===== src/rtl/segdac_switch_driver.sv =====
`default_nettype none
// +------------------------------------------------------------------------------------------+
// | segdac_switch_driver: level -> thermometer switch driver for segmented DACs, with DWA,  |
// | ramp test pattern, blanking and per-channel bias-select registers.   Rev 1.0            |
// +------------------------------------------------------------------------------------------+
module segdac_switch_driver #(
    parameter int                NUM_CH   = 3,
    parameter int                NSEG     = 4,
    parameter int                NSW      = 3,
    parameter int                LEVEL_W  = 4,
    parameter int                BIAS_W   = 3,
    parameter logic [BIAS_W-1:0] BIAS_RST = 3'b111,
    parameter int                RAMP_DIV = 4
) (
    input  logic                        clk,
    input  logic                        rst_n,
    input  logic                        ena_i,
    input  logic [1:0]                  mode_i,
    input  logic [NUM_CH*LEVEL_W-1:0]   code_in_i,
    input  logic                        code_valid_i,
    input  logic                        blank_i,
    input  logic [NUM_CH*BIAS_W-1:0]    bias_in_i,
    input  logic                        bias_load_i,
    output logic [NUM_CH*NSEG*NSW-1:0]  sw_out_o,
    output logic [NUM_CH*BIAS_W-1:0]    bias_out_o,
    output logic [NUM_CH-1:0]           sat_o
);

    localparam int                 SW_W     = NSEG * NSW;
    localparam int                 DIV_W    = (RAMP_DIV > 1) ? $clog2(RAMP_DIV) : 1;
    localparam logic [LEVEL_W-1:0] LVL_MAX  = LEVEL_W'(SW_W);
    localparam logic [DIV_W-1:0]   DIV_LAST = DIV_W'(RAMP_DIV - 1);

    localparam logic [1:0] MODE_DIRECT = 2'b00;
    localparam logic [1:0] MODE_DWA    = 2'b01;
    localparam logic [1:0] MODE_RAMP   = 2'b10;

    logic [1:0]                mode_q, mode_d;
    logic [NUM_CH*LEVEL_W-1:0] lvl_q,  lvl_d;
    logic [NUM_CH*LEVEL_W-1:0] ptr_q,  ptr_d;
    logic [DIV_W-1:0]          div_q,  div_d;
    logic [LEVEL_W-1:0]        ramp_q, ramp_d;
    logic [NUM_CH*SW_W-1:0]    sw_q,   sw_d;
    logic [NUM_CH*BIAS_W-1:0]  bias_q, bias_d;
    logic [NUM_CH-1:0]         sat_q,  sat_d;

    function automatic logic [SW_W-1:0] therm(input logic [LEVEL_W-1:0] lvl);
        logic [SW_W-1:0] t;
        for (int i = 0; i < SW_W; i++) t[i] = (LEVEL_W'(i) < lvl);
        return t;
    endfunction

    // Switch i is on when its distance past the pointer (mod SW_W) is below the level.
    function automatic logic [SW_W-1:0] rotate(input logic [LEVEL_W-1:0] lvl,
                                               input logic [LEVEL_W-1:0] ptr);
        logic [SW_W-1:0]  t;
        logic [LEVEL_W:0] d;
        for (int i = 0; i < SW_W; i++) begin
            if (LEVEL_W'(i) >= ptr) d = (LEVEL_W+1)'(i) - {1'b0, ptr};
            else                    d = (LEVEL_W+1)'(i + SW_W) - {1'b0, ptr};
            t[i] = (d < {1'b0, lvl});
        end
        return t;
    endfunction

    function automatic logic [LEVEL_W-1:0] wrap_add(input logic [LEVEL_W-1:0] ptr,
                                                    input logic [LEVEL_W-1:0] lvl);
        logic [LEVEL_W:0] s;
        s = {1'b0, ptr} + {1'b0, lvl};
        if (s >= (LEVEL_W+1)'(SW_W)) s = s - (LEVEL_W+1)'(SW_W);
        return s[LEVEL_W-1:0];
    endfunction

    always_comb begin
        logic [LEVEL_W-1:0] code;
        logic [LEVEL_W-1:0] lvl;
        logic [LEVEL_W-1:0] r_next;
        code   = '0;
        lvl    = '0;
        r_next = ramp_q;
        mode_d = mode_q;
        lvl_d  = lvl_q;
        ptr_d  = ptr_q;
        div_d  = div_q;
        ramp_d = ramp_q;
        sw_d   = sw_q;
        bias_d = bias_q;
        sat_d  = sat_q;
        if (ena_i) begin
            mode_d = mode_i;
            if (bias_load_i) bias_d = bias_in_i;
            if (mode_i != mode_q) begin
                ptr_d  = '0;
                div_d  = '0;
                ramp_d = '0;
                sat_d  = '0;
                sw_d   = '0;
            end else begin
                case (mode_q)
                    MODE_DIRECT, MODE_DWA: begin
                        if (blank_i) sw_d = '0;
                        if (code_valid_i) begin
                            for (int ch = 0; ch < NUM_CH; ch++) begin
                                code = code_in_i[ch*LEVEL_W +: LEVEL_W];
                                lvl  = (code > LVL_MAX) ? LVL_MAX : code;
                                lvl_d[ch*LEVEL_W +: LEVEL_W] = lvl;
                                if (code > LVL_MAX) sat_d[ch] = 1'b1;
                                // Blanked strobes still capture the level but leave the pointer.
                                if (!blank_i) begin
                                    if (mode_q == MODE_DIRECT) begin
                                        sw_d[ch*SW_W +: SW_W] = therm(lvl);
                                    end else begin
                                        sw_d[ch*SW_W +: SW_W] =
                                            rotate(lvl, ptr_q[ch*LEVEL_W +: LEVEL_W]);
                                        ptr_d[ch*LEVEL_W +: LEVEL_W] =
                                            wrap_add(ptr_q[ch*LEVEL_W +: LEVEL_W], lvl);
                                    end
                                end
                            end
                        end
                    end
                    MODE_RAMP: begin
                        if (div_q == DIV_LAST) begin
                            div_d  = '0;
                            r_next = (ramp_q == LVL_MAX) ? '0 : ramp_q + 1'b1;
                            ramp_d = r_next;
                            sw_d   = {NUM_CH{therm(r_next)}};
                        end else begin
                            div_d = div_q + 1'b1;
                        end
                        if (blank_i) sw_d = '0;
                    end
                    default: sw_d = '0;
                endcase
            end
        end
    end

    always_ff @(posedge clk or negedge rst_n) begin
        if (!rst_n) begin
            mode_q <= MODE_DIRECT;
            lvl_q  <= '0;
            ptr_q  <= '0;
            div_q  <= '0;
            ramp_q <= '0;
            sw_q   <= '0;
            bias_q <= {NUM_CH{BIAS_RST}};
            sat_q  <= '0;
        end else begin
            mode_q <= mode_d;
            lvl_q  <= lvl_d;
            ptr_q  <= ptr_d;
            div_q  <= div_d;
            ramp_q <= ramp_d;
            sw_q   <= sw_d;
            bias_q <= bias_d;
            sat_q  <= sat_d;
        end
    end

    assign sw_out_o   = sw_q;
    assign bias_out_o = bias_q;
    assign sat_o      = sat_q;

endmodule
`default_nettype wire


===== config.mk =====
export PLATFORM = sky130hd
export DESIGN_NAME = segdac_switch_driver
export DESIGN_NICKNAME = d
export VERILOG_FILES = /design/src/rtl/segdac_switch_driver.sv
export SDC_FILE = /design/constraint.sdc
export NUM_CORES = 1
export LEC_CHECK = 0
export BUFFER_PORTS_ARGS = -buffer_cell sky130_fd_sc_hd__buf_2
export CAP_MARGIN = 5
export CORE_UTILIZATION = 45
export DETAILED_ROUTE_END_ITERATION = 8
export PLACE_DENSITY = 0.72
export SKIP_LAST_GASP = 1
export SYNTH_ARGS = -nofsm -noshare
export SYNTH_HDL_FRONTEND = slang
export SYNTH_SLANG_ARGS = --single-unit

===== constraint.sdc =====
create_clock -name clk -period 2.95 [get_ports clk]
set_input_delay 0.59 -clock clk [delete_from_list [all_inputs] [get_ports clk]]
set_output_delay 0.59 -clock clk [all_outputs]
set_load 0.05 [all_outputs]

==> out/metrics.yaml, run 1 <==
final_nets: 1360
preCtsSetupSlack_ps: -12.6
numPortBuffers: 76
synth_top_family_by_area: "compound AO/OA/AOI/OAI gates"
antenna_cells: 0
finalWorstSetupSlack_ps: 204
vdd.ir_drop.worst_mv: 0.289
status: "completed"
drive_above_1_share: 0.180
die_w_um: 142
fmax_mhz: 364
drtIter0Drc: 600
cp-start-kind: "flip-flop"
finalMaxSlewViolations: 0
die_h_um: 142
post-route-cell-area_mm2: 0.0102
hp-class: "input port to async pin"
powerDensity_mw_per_mm2: 308
h-tree-depth: 3
synth-compound-area-share: 0.282
clock-sinks: 68
grt_max_degree: 69
gr-total-overflow: 0
synth_xor_area_frac: 0.0461
globalplace.congestion: 0.965
via_per_inst: 6.05
clkSlewWorstSetupHoldPaths_ps: 60
first_global_vias: 8044
vias: 8660
crit_type: "flip-flop to flip-flop"
dieArea_mm2: 0.0203
crit_path_start: "ptr_q[9]$_DFFE_PN0P_"
antenna_found_initial: 0
period_needed_ps: 2750
crit_required_ps: 3170
post-dp-hpwl_um: 21400
endpoint: "ptr_q[10]$_DFFE_PN0P_"
p_sw_w: 0.00115
setup_viol: 0
clockBufferDepth: 2
power_frac_clock: 0.370
cts_tree: "yes"
io_pins: 77
grt_pass1_wl_um: 43500
ys_seq_area_frac: 0.193
path_cells: "clkinvlp_4 -> buf_4 -> ha_1 -> a21o_1 -> a21oi_1 -> xnor2_1 -> ha_1 -> nor2b_1 -> a221oi_1 -> nor3_1 -> a21oi_1 -> o21ai_0"
reg2reg_slack_ps: 200
grt_use_met3: 0.0458
tightest_slew_ps: 740
synth_area_mm2: 0.00888
r2r_cells: 12
async_flop_share: 1.00
finalPower_w: 0.00314
clock_latency_ps: 350
period_share: 0.931
slowest_delay_ps: 410
mostFrequentLayoutCells: "ha_1, a21oi_1, nand2_1"
yosys_warnings: 0
syn_nets: 1258
route.detailed.drc: 0
p_comb_frac: 0.299
grtUsageTotal: 0.276
ys.flop_type: "dfrtp_1"
final_hold_viol_count: 0
cts_hold_buf: 0
std_cell_rows: 51
gr-usage-met1: 0.377
clockRootBuffer: "clkbuf_16"
finalClockSkew_ps: 8.84
cp-end-kind: "flip-flop"
synthToLayoutAreaGrowth_pct: 14.8
synth_cell_types: 75
wl_um: 27400
crit_slowest_cell: "a221oi_1"
synth_mux_area_frac: 0.0347
grt.busiest_layer: "met2"
syn_avg_cell_area_um2: 8.37
critical_path_arrival_ps: 2970
synth-simple-area-share: 0.153
core_mm2: 0.0194
worstPathMaxFanout: 9
seq_power_share: 0.331
intPower_w: 0.00199
dr.pass1.iters: 6
synth-edff-count: 0
synthCells: 1060
final_common_cell: "ha_1"
r2r_end: "ptr_q[10]$_DFFE_PN0P_"
grtUsageMet2: 0.441
wire_per_inst_um: 19.1
cts_buffers: 9
initial_utilization: 0.458
p_sw_frac: 0.368
worstReg2RegStart: "ptr_q[9]$_DFFE_PN0P_"
synth-seq-cells: 68
drtAntennaViolNets: 0
synth_fa_ha_area_frac: 0.241
slew_headroom: 0.502
maxCapViolations: 0
dpl_cell_area_mm2: 0.00984
p_leak_nw: 4.92
-- area by class of cell --
| type | instances | area, µm² |
|---|---|---|
| inverters | 57 | 218 |
| repair buffers | 142 | 888 |
| clock buffers | 9 | 225 |
| well taps | 265 | 332 |
| multi-input cells | 884 | 6730 |
| flip-flops and latches | 68 | 1710 |
| clock inverters | 7 | 81.3 |
| fillers | 1871 | 9210 |
-- registers in the layout, summed over array words and instances, names as in the netlist --
signal,count
sw_out_o,36
ptr_q,12
bias_out_o,9
ramp_q,4
sat_o,3
div_q,2
mode_q,2
-- critical path: cells and delay by family (launching register included) --
family | cells | cell delay, ps
buf+inv | 2 | 420
compound gates | 5 | 940
flops | 1 | 390
xor+xnor | 1 | 130
fa+ha+maj | 2 | 510
simple gates | 2 | 220
-- worst min-delay path by stage --
stage / start / to / slack (ps) / cells after the start
finish: rst_n / ramp_q[2]$_DFFE_PN0P_ / 260 / 2
global route: rst_n / ramp_q[2]$_DFFE_PN0P_ / 290 / 2
CTS: rst_n / sw_out_o[16]$_DFFE_PN0P_ / 280 / 2
detailed placement: sw_out_o[11]$_DFFE_PN0P_ / sw_out_o[11]$_DFFE_PN0P_ / 480 / 2
global placement: sw_out_o[24]$_DFFE_PN0P_ / sw_out_o[24]$_DFFE_PN0P_ / 470 / 2
floorplan: rst_n / div_q[0]$_DFFE_PN0P_ / 290 / 0
-- routing by layer --
metal | vias to the layer above | share of wire | wire length [µm]
li1 | 4148 | - | -
met1 | 4110 | 0.44 | 12200
met2 | 353 | 0.46 | 12500
met3 | 49 | 0.071 | 1950
met4 | 0 | 0.027 | 735
met5 | - | 0 | 0
-- cells by family after synthesis --
kind of cell	after synthesis
flops	68
fa+ha+maj	169
simple gates	268
compound gates	373
buf+inv	108
mux	29
xor+xnor	45
-- power groups by stage --
stage	combinational, W	clock (W)	sequential [W]
2_1_floorplan	0.000517	0	0.00118
3_3_place_gp	0.000903	0	0.00105
3_5_place_dp	0.000922	0	0.00105
4_1_cts	0.000926	0.00118	0.00104
5_1_grt	0.00103	0.00121	0.00105
6_report	0.000939	0.00116	0.00104
-- what timing repair did --
| item | CTS | global route |
|---|---|---|
| buffers inserted | 0 | 3 |
| resized for setup | 0 | 7 |
| endpoints found under the setup margin | 0 | 6 |
-- metrics by stage --
stage | hold WS (ps) | TNS, ps | util | cells
final | 259 | 0 | 0.525 | 1432
after global routing | 287 | -9.87 | 0.525 | 1432
after CTS | 277 | 0 | 0.523 | 1429
after detailed placement | 482 | -12.6 | 0.507 | 1413
after global placement | 474 | 0 | 0.507 | 1413
after floorplan | 294 | 0 | - | 1060
-- synthesized netlist by cell type (17+ instances only) --
cell        n  area, µm²
nor2b_1    33        206
a21o_1     23        173
a21oi_1    96        480
clkbuf_1   31        116
nor3_1     17       85.1
a31oi_1    17        106
nand2_1    80        300
xnor2_1    34        298
o21ai_0    70        350
o21a_1     26        195
nand3_1    26        130
dfrtp_1    59       1480
nand2b_1   19        119
ha_1      166       2080
inv_1      56        210
nor2_1     50        188
Note: power is estimated with default switching activity, not from simulation.
==> inputs of run 2 (changes only) <==
--- a/config.mk
+++ b/config.mk
@@ -9,4 +9,5 @@
 export CAP_MARGIN = 5
 export CORE_UTILIZATION = 45
+export CTS_CLUSTER_SIZE = 16
 export DETAILED_ROUTE_END_ITERATION = 8
 export PLACE_DENSITY = 0.72
==> constraint.sdc (replaced) <==
create_clock -name clk -period 2.95 [get_ports clk]
set_input_delay 0.1475 -clock clk [delete_from_list [all_inputs] [get_ports clk]]
set_output_delay 0.1475 -clock clk [all_outputs]
set_load 0.05 [all_outputs]
==> run 2 against run 1 <==
Via count down 0.98%. Sequential power barely moved. Sequential cell count unchanged. Non-clock buffer count decreased by 11. Setup slack worse by 22 ps. Critical endpoint is now sw_out_o[24]$_DFFE_PN0P_. Largest cell class unchanged. Largest power group unchanged.
==> out/metrics.yaml, run 2 (synthesis results as in run 1) <==
grt_max_degree: 39  # -43%
first_global_vias: 7971  # -0.91%
gr-total-overflow: 0  # unchanged
io_pins: 77  # unchanged
dpl_cell_area_mm2: 0.00976  # -0.81%
clockBufferDepth: 2  # unchanged
largest_register_ffs: 36  # unchanged
worstPathMaxFanout: 9  # unchanged
crit_required_ps: 3180  # about the same
cp-start-kind: "flip-flop"
synthToLayoutAreaGrowth_pct: 13.9
slew_headroom: 0.446  # -0.0554
finalClockSkew_ps: 6.76  # -2.08 ps
multi_input_area_mm2: 0.00673  # about the same
critical_path_arrival_ps: 3000  # +30 ps
antenna_found_initial: 0  # unchanged
finalMaxSlewViolations: 0  # unchanged
dieArea_mm2: 0.0203  # unchanged
numPortBuffers: 76  # unchanged
powerDensity_mw_per_mm2: 314  # +1.9%
maxCapViolations: 0  # unchanged
h-tree-depth: 3  # unchanged
tightest_slew_ps: 831  # +91.0 ps
regArea_mm2: 0.00171  # unchanged
period_share: 0.938  # +0.00742
drtAntennaViolNets: 0  # unchanged
antenna_cells: 0  # unchanged
p_leak_nw: 4.88  # -0.97%
post-route-cell-area_mm2: 0.0101  # -0.80%
mostFrequentLayoutCells: "ha_1, a21oi_1, nand2_1"
setup_viol: 0  # unchanged
finalWorstSetupSlack_ps: 182  # -21.9 ps
vias: 8575  # -0.98%
fmax_mhz: 361  # -0.79%
globalplace.congestion: 0.923  # -4.3%
hp-class: "input port to flip-flop"
final_common_cell: "ha_1"
cts_tree: "yes"
final_nets: 1349  # -0.81%
status: "completed"
initial_utilization: 0.458  # unchanged
clock-sinks: 68  # unchanged
grt_pass1_wl_um: 43300  # -0.40%
drtIter0Drc: 740  # +23%
die_h_um: 142  # unchanged
rsz0062_at_grt: "yes"
cp-end-kind: "flip-flop"
clockRootBuffer: "clkbuf_16"
post-dp-hpwl_um: 21200  # -0.93%
grtUsageTotal: 0.275  # -0.000817
std_cell_rows: 51  # unchanged
whs_ps: 36.0  # -223 ps
final_hold_viol_count: 0  # unchanged
dr.pass1.iters: 5  # -1
die_w_um: 142  # unchanged
vdd.ir_drop.worst_mv: 0.358  # +24%
period_needed_ps: 2770  # +21.9 ps
wl_um: 27200  # -0.68%
wire_per_inst_um: 19.1  # about the same
via_per_inst: 6.03  # -0.22%
cts_buffers: 9  # unchanged
fillerInstances: 1836  # -1.9%
post-cts-setup-buffer-count: 0  # unchanged
route.detailed.drc: 0  # unchanged
core_mm2: 0.0194  # unchanged
preCtsSetupSlack_ps: 113  # +126 ps
crit_type: "flip-flop to flip-flop"
drive_above_1_share: 0.170  # -0.0104
clkSlewWorstSetupHoldPaths_ps: 60  # about the same
clock_latency_ps: 350  # about the same
-- run 2: cell count changes in the layout (fill, tap and decap cells not counted), sizes merged --
| cell | delta |
|---|---|
| inv | -1 |
| buf | -12 |
| clkinv | +1 |
| bufinv | +1 |
| clkinvlp | -1 |
| dlygate4sd3 | +1 |
-- run 2: power by group --
group          switching (W)  total (W)  internal [W]  leakage [nW]
combinational       0.000612   0.000925      0.000313          3.81
clock               0.000466    0.00121      0.000746         0.156
sequential         0.0000456    0.00104      0.000993         0.909
total                0.00112    0.00318       0.00205          4.88
-- run 2: final timing paths --
check,end,cells past startpoint,start,slack [ps]
min in group asynchronous,sat_o[1]$_DFFE_PN0P_,2,rst_n,440
worst max register to register,sw_out_o[24]$_DFFE_PN0P_,12,ptr_q[9]$_DFFE_PN0P_,180
worst min register to register,sw_out_o[1]$_DFFE_PN0P_,1,sw_out_o[1]$_DFFE_PN0P_,480
worst min-delay path,bias_out_o[8]$_DFFE_PN1P_,2,bias_in_i[8],40
worst max-delay path,sw_out_o[24]$_DFFE_PN0P_,12,ptr_q[9]$_DFFE_PN0P_,180
max in group asynchronous,ptr_q[7]$_DFFE_PN0P_,3,rst_n,1750
-- run 2: what timing repair did --
action,CTS,global route
hold endpoints to repair,27,0
setup endpoints to repair,0,5
hold buffers,1,0
gates resized for setup,0,4
-- run 2: worst max-delay path: stages, from the launching register on --
cell	delay, ps
dfrtp_1	450
inv_2	180
ha_1	250
nand2b_1	160
nor2_1	270
nor3_1	90
a21o_1	170
xnor2_1	160
ha_1	250
o21a_1	100
o21ai_0	150
a21oi_1	90
o311ai_0	310
-- run 2: routing by layer --
metal	vias up	wire, µm	track usage
li1	4110	-	-
met1	4052	12500	0.390
met2	367	11900	0.424
met3	46	2070	0.0363
met4	0	717	0.0968
met5	-	0	0
-- run 2: metrics by stage --
| step | util | cells | TNS (ps) | total power, W |
|---|---|---|---|---|
| 3_5_place_dp | 0.503 | 1404 | 0 | 0.00196 |
| 5_1_grt | 0.521 | 1421 | -38.3 | 0.00331 |
| 4_1_cts | 0.521 | 1421 | 0 | 0.00317 |
| 3_3_place_gp | 0.503 | 1404 | 0 | 0.00194 |
| 2_1_floorplan | - | 1060 | 0 | 0.00169 |
| 6_report | 0.521 | 1421 | 0 | 0.00318 |
-- run 2: layout make-up --
cell class / count / share of cell area
clock inverter: 7 / 0.00978
inverter: 57 / 0.0212
multi-input combinational: 884 / 0.666
clock buffer: 9 / 0.0223
sequential: 68 / 0.169
timing repair buffer: 131 / 0.0787
tap: 265 / 0.0328
==> inputs of run 3 (changes only) <==
- ABC_AREA: not set -> 1
- REMOVE_ABC_BUFFERS: not set -> 1
==> run 3 against run 2 <==
Setup slack improved by 48 ps. Critical path type unchanged. Worst hold slack got worse by 3.7 ps. Synthesized cell count rose by 30%. Highest routed layer unchanged. Synthesized area rose by 1.5%. Wire length fell by 2.2%. Count of clock-buffer cells in the layout rose by 1. Largest power group is now combinational cells. Final area rose by 1.4%. First-iteration DRC count fell by 13%.
==> out/metrics.yaml, run 3 <==
post-synth-top-count-cell: "nand2_1"
worstReg2RegStart: "ptr_q[2]$_DFFE_PN0P_"
crit_path_start: "ptr_q[2]$_DFFE_PN0P_"
regArea_mm2: 0.00171  # about the same
path_cells: "inv_1 -> ha_1 -> nand2_1 -> inv_1 -> a21oi_1 -> mux2_2 -> ha_1 -> inv_1 -> o21ai_0 -> nand2_1 -> nand2_1 -> nand2_1 -> nand2_1 -> nand2_1 -> nand2_1 -> nand2_1"
crit_type: "flip-flop to flip-flop"
grt_pass1_wl_um: 43700  # +0.83%
finalClockSkew_ps: 9.83  # +3.07 ps
grt_max_degree: 69  # +77%
wire_per_inst_um: 15.2  # -20%
largest_register_ffs: 36  # unchanged
grtUsageTotal: 0.272  # -0.00323
ys_seq_area_frac: 0.190  # -0.00276
cts_buffers: 9  # unchanged
core_mm2: 0.0195  # +0.66%
rsz0062_at_grt: "yes"
mostFrequentLayoutCells: "nand2_1, ha_1, inv_1"
drtIter0Drc: 646  # -13%
period_needed_ps: 2720  # -48.1 ps
gr-total-overflow: 0  # unchanged
whs_ps: 32.3  # -3.68 ps
r2r_cells: 16  # +4
numPortBuffers: 76  # unchanged
worstPathMaxFanout: 7  # -2
multi_input_area_mm2: 0.00652  # -3.0%
clockBufferDepth: 2  # unchanged
crit_family: "adder cells"
dpl_cell_area_mm2: 0.00985  # +0.91%
initial_utilization: 0.461  # +0.00361
clockRootBuffer: "clkbuf_16"
ys.flop_type: "dfrtp_1"
cp-start-kind: "flip-flop"
synth_top_family_by_area: "simple AND/OR/NAND/NOR gates"
synth-compound-area-share: 0.135  # -0.148
yosys-top-cells-count: "nand2_1, ha_1, inv_1, nor2_1, a21oi_1"
synthCells: 1378  # +30%
vias: 9190  # +7.2%
reg2reg_slack_ps: 230  # +50 ps
dieArea_mm2: 0.0206  # +1.4%
powerDensity_mw_per_mm2: 439  # +40%
clock_latency_ps: 350  # about the same
first_global_vias: 8866  # +11%
final_common_cell: "nand2_1"
path_buf_inv: 3  # +2
h-tree-depth: 3  # unchanged
synth-seq-cells: 68  # unchanged
maxCapViolations: 0  # unchanged
slowest_delay_ps: 400  # -50 ps
synth_top_area_cell: "ha_1"
vdd.ir_drop.worst_mv: 0.285  # -20%
yosys_warnings: 0  # unchanged
post-route-cell-area_mm2: 0.0102  # +1.4%
antenna_cells: 0  # unchanged
synthTopCellsByArea: "ha_1, nand2_1, dfrtp_1, inv_1, nor2_1"
drtAntennaViolNets: 0  # unchanged
dr.pass1.iters: 5  # unchanged
crit_slowest_cell: "dfrtp_1"
cp-end-kind: "flip-flop"
die_w_um: 143  # +0.71%
critical_path_arrival_ps: 2960  # -40 ps
cp_common_cell: "nand2_1"
synth_cell_types: 42  # -44%
r2r_end: "sw_out_o[4]$_DFFE_PN0P_"
route.detailed.drc: 0  # unchanged
p_leak_nw: 5.88  # +21%
async_flop_share: 1.00  # unchanged
antenna_found_initial: 0  # unchanged
post-dp-hpwl_um: 20600  # -2.9%
drive_above_1_share: 0.115  # -0.0548
period_share: 0.922  # -0.0163
setup_viol: 0  # unchanged
tightest_slew_ps: 942  # +111 ps
slew_headroom: 0.372  # -0.0740
hp-class: "input port to flip-flop"
tns_ps: 0  # unchanged
fmax_mhz: 368  # +1.8%
syn_avg_cell_area_um2: 6.53  # -22%
finalWorstSetupSlack_ps: 230  # +48.1 ps
clock-sinks: 68  # unchanged
die_h_um: 143  # +0.71%
crit_required_ps: 3190  # about the same
fillerInstances: 2034  # +11%
via_per_inst: 5.26  # -13%
synthToLayoutAreaGrowth_pct: 13.8  # about the same
preCtsSetupSlack_ps: 239  # +125 ps
synth-edff-count: 0  # unchanged
final_nets: 1674  # +24%
final_hold_viol_count: 0  # unchanged
globalplace.congestion: 0.962  # +4.2%
cts_tree: "yes"
synth_xor_area_frac: 0.0477  # +0.00156
synth-simple-area-share: 0.290  # +0.137
std_cell_rows: 51  # unchanged
final_util: 0.525  # +0.00371
wl_um: 26600  # -2.2%
synth_mux_area_frac: 0.0150  # -0.0197
status: "completed"
endpoint: "sw_out_o[4]$_DFFE_PN0P_"
io_pins: 77  # unchanged
synth_top_area_share: 0.231  # -0.00335
synth_area_mm2: 0.00900  # +1.5%
clkSlewWorstSetupHoldPaths_ps: 60  # about the same
synth_fa_ha_area_frac: 0.237  # -0.00345
path_depth: 16  # +4
finalMaxSlewViolations: 0  # unchanged
==> run 3: cell types whose count changed in the layout (fill, tap and decap cells not counted), sizes merged, moves of 21 or more <==
cell / delta
o21a: -26
nand2: +356
inv: +107
nor2: +107
nand3: +31
xor2: +21
o21ai: +21
nor2b: -33
==> run 3: logic make-up (layout without fill, tap and decap cells) <==
group                    count (synthesis)  in the layout
flip-flops                              68             68
multiplexers                            12             12
adder cells (fa/ha/maj)                169            169
AO/OA/AOI/OAI                          219            219
AND/OR/NAND/NOR                        662            662
buffers and inverters                  199            302
XOR/XNOR                                49             49
==> run 3: metal layers <==
layer | track usage | vias up | part of all wire
met4 | 0.113 | 0 | 0.032
met5 | 0 | - | 0
li1 | - | 4607 | -
met2 | 0.458 | 276 | 0.46
met1 | 0.348 | 4244 | 0.45
met3 | 0.0363 | 63 | 0.055
==> run 3: per-stage QoR <==
step | total power [W] | cells
after floorplan | 0.00260 | 1347
after global routing | 0.00485 | 1746
after detailed placement | 0.00320 | 1724
after global placement | 0.00315 | 1724
final | 0.00450 | 1746
after CTS | 0.00450 | 1741
==> run 3: worst min-delay path by stage <==
stage	startpoint	slack, ps	to	cells after the start
4_1_cts	bias_in_i[1]	20	bias_out_o[1]$_DFFE_PN1P_	2
2_1_floorplan	rst_n	-150	div_q[0]$_DFFE_PN0P_	0
5_1_grt	bias_in_i[3]	30	bias_out_o[3]$_DFFE_PN1P_	2
3_3_place_gp	rst_n	350	ptr_q[0]$_DFFE_PN0P_	1
6_report	bias_in_i[4]	30	bias_out_o[4]$_DFFE_PN1P_	2
3_5_place_dp	rst_n	360	sw_out_o[10]$_DFFE_PN0P_	1
==> run 3: area by class of cell <==
cell class,count,share of cell area
Clock buffer,10,0.0223
Clock inverter,6,0.0110
Inverter,168,0.0619
Multi-Input combinational cell,1111,0.637
Sequential cell,68,0.167
Tap cell,265,0.0324
Timing Repair Buffer,118,0.0684
==> run 3: repair_timing <==
item                                    4_1_cts  5_1_grt
hold endpoints to repair                     55        0
hold buffers                                  1        0
setup buffers                                 0        5
endpoints found under the setup margin        0        5
resized for setup                             0        7
==> run 3: where the power goes <==
group / switching [W] / total (W) / internal (W)
clock network: 0.000449 / 0.00128 / 0.000828
registers: 0.0000663 / 0.00108 / 0.00102
logic: 0.00140 / 0.00214 / 0.000740
total: 0.00192 / 0.00450 / 0.00259
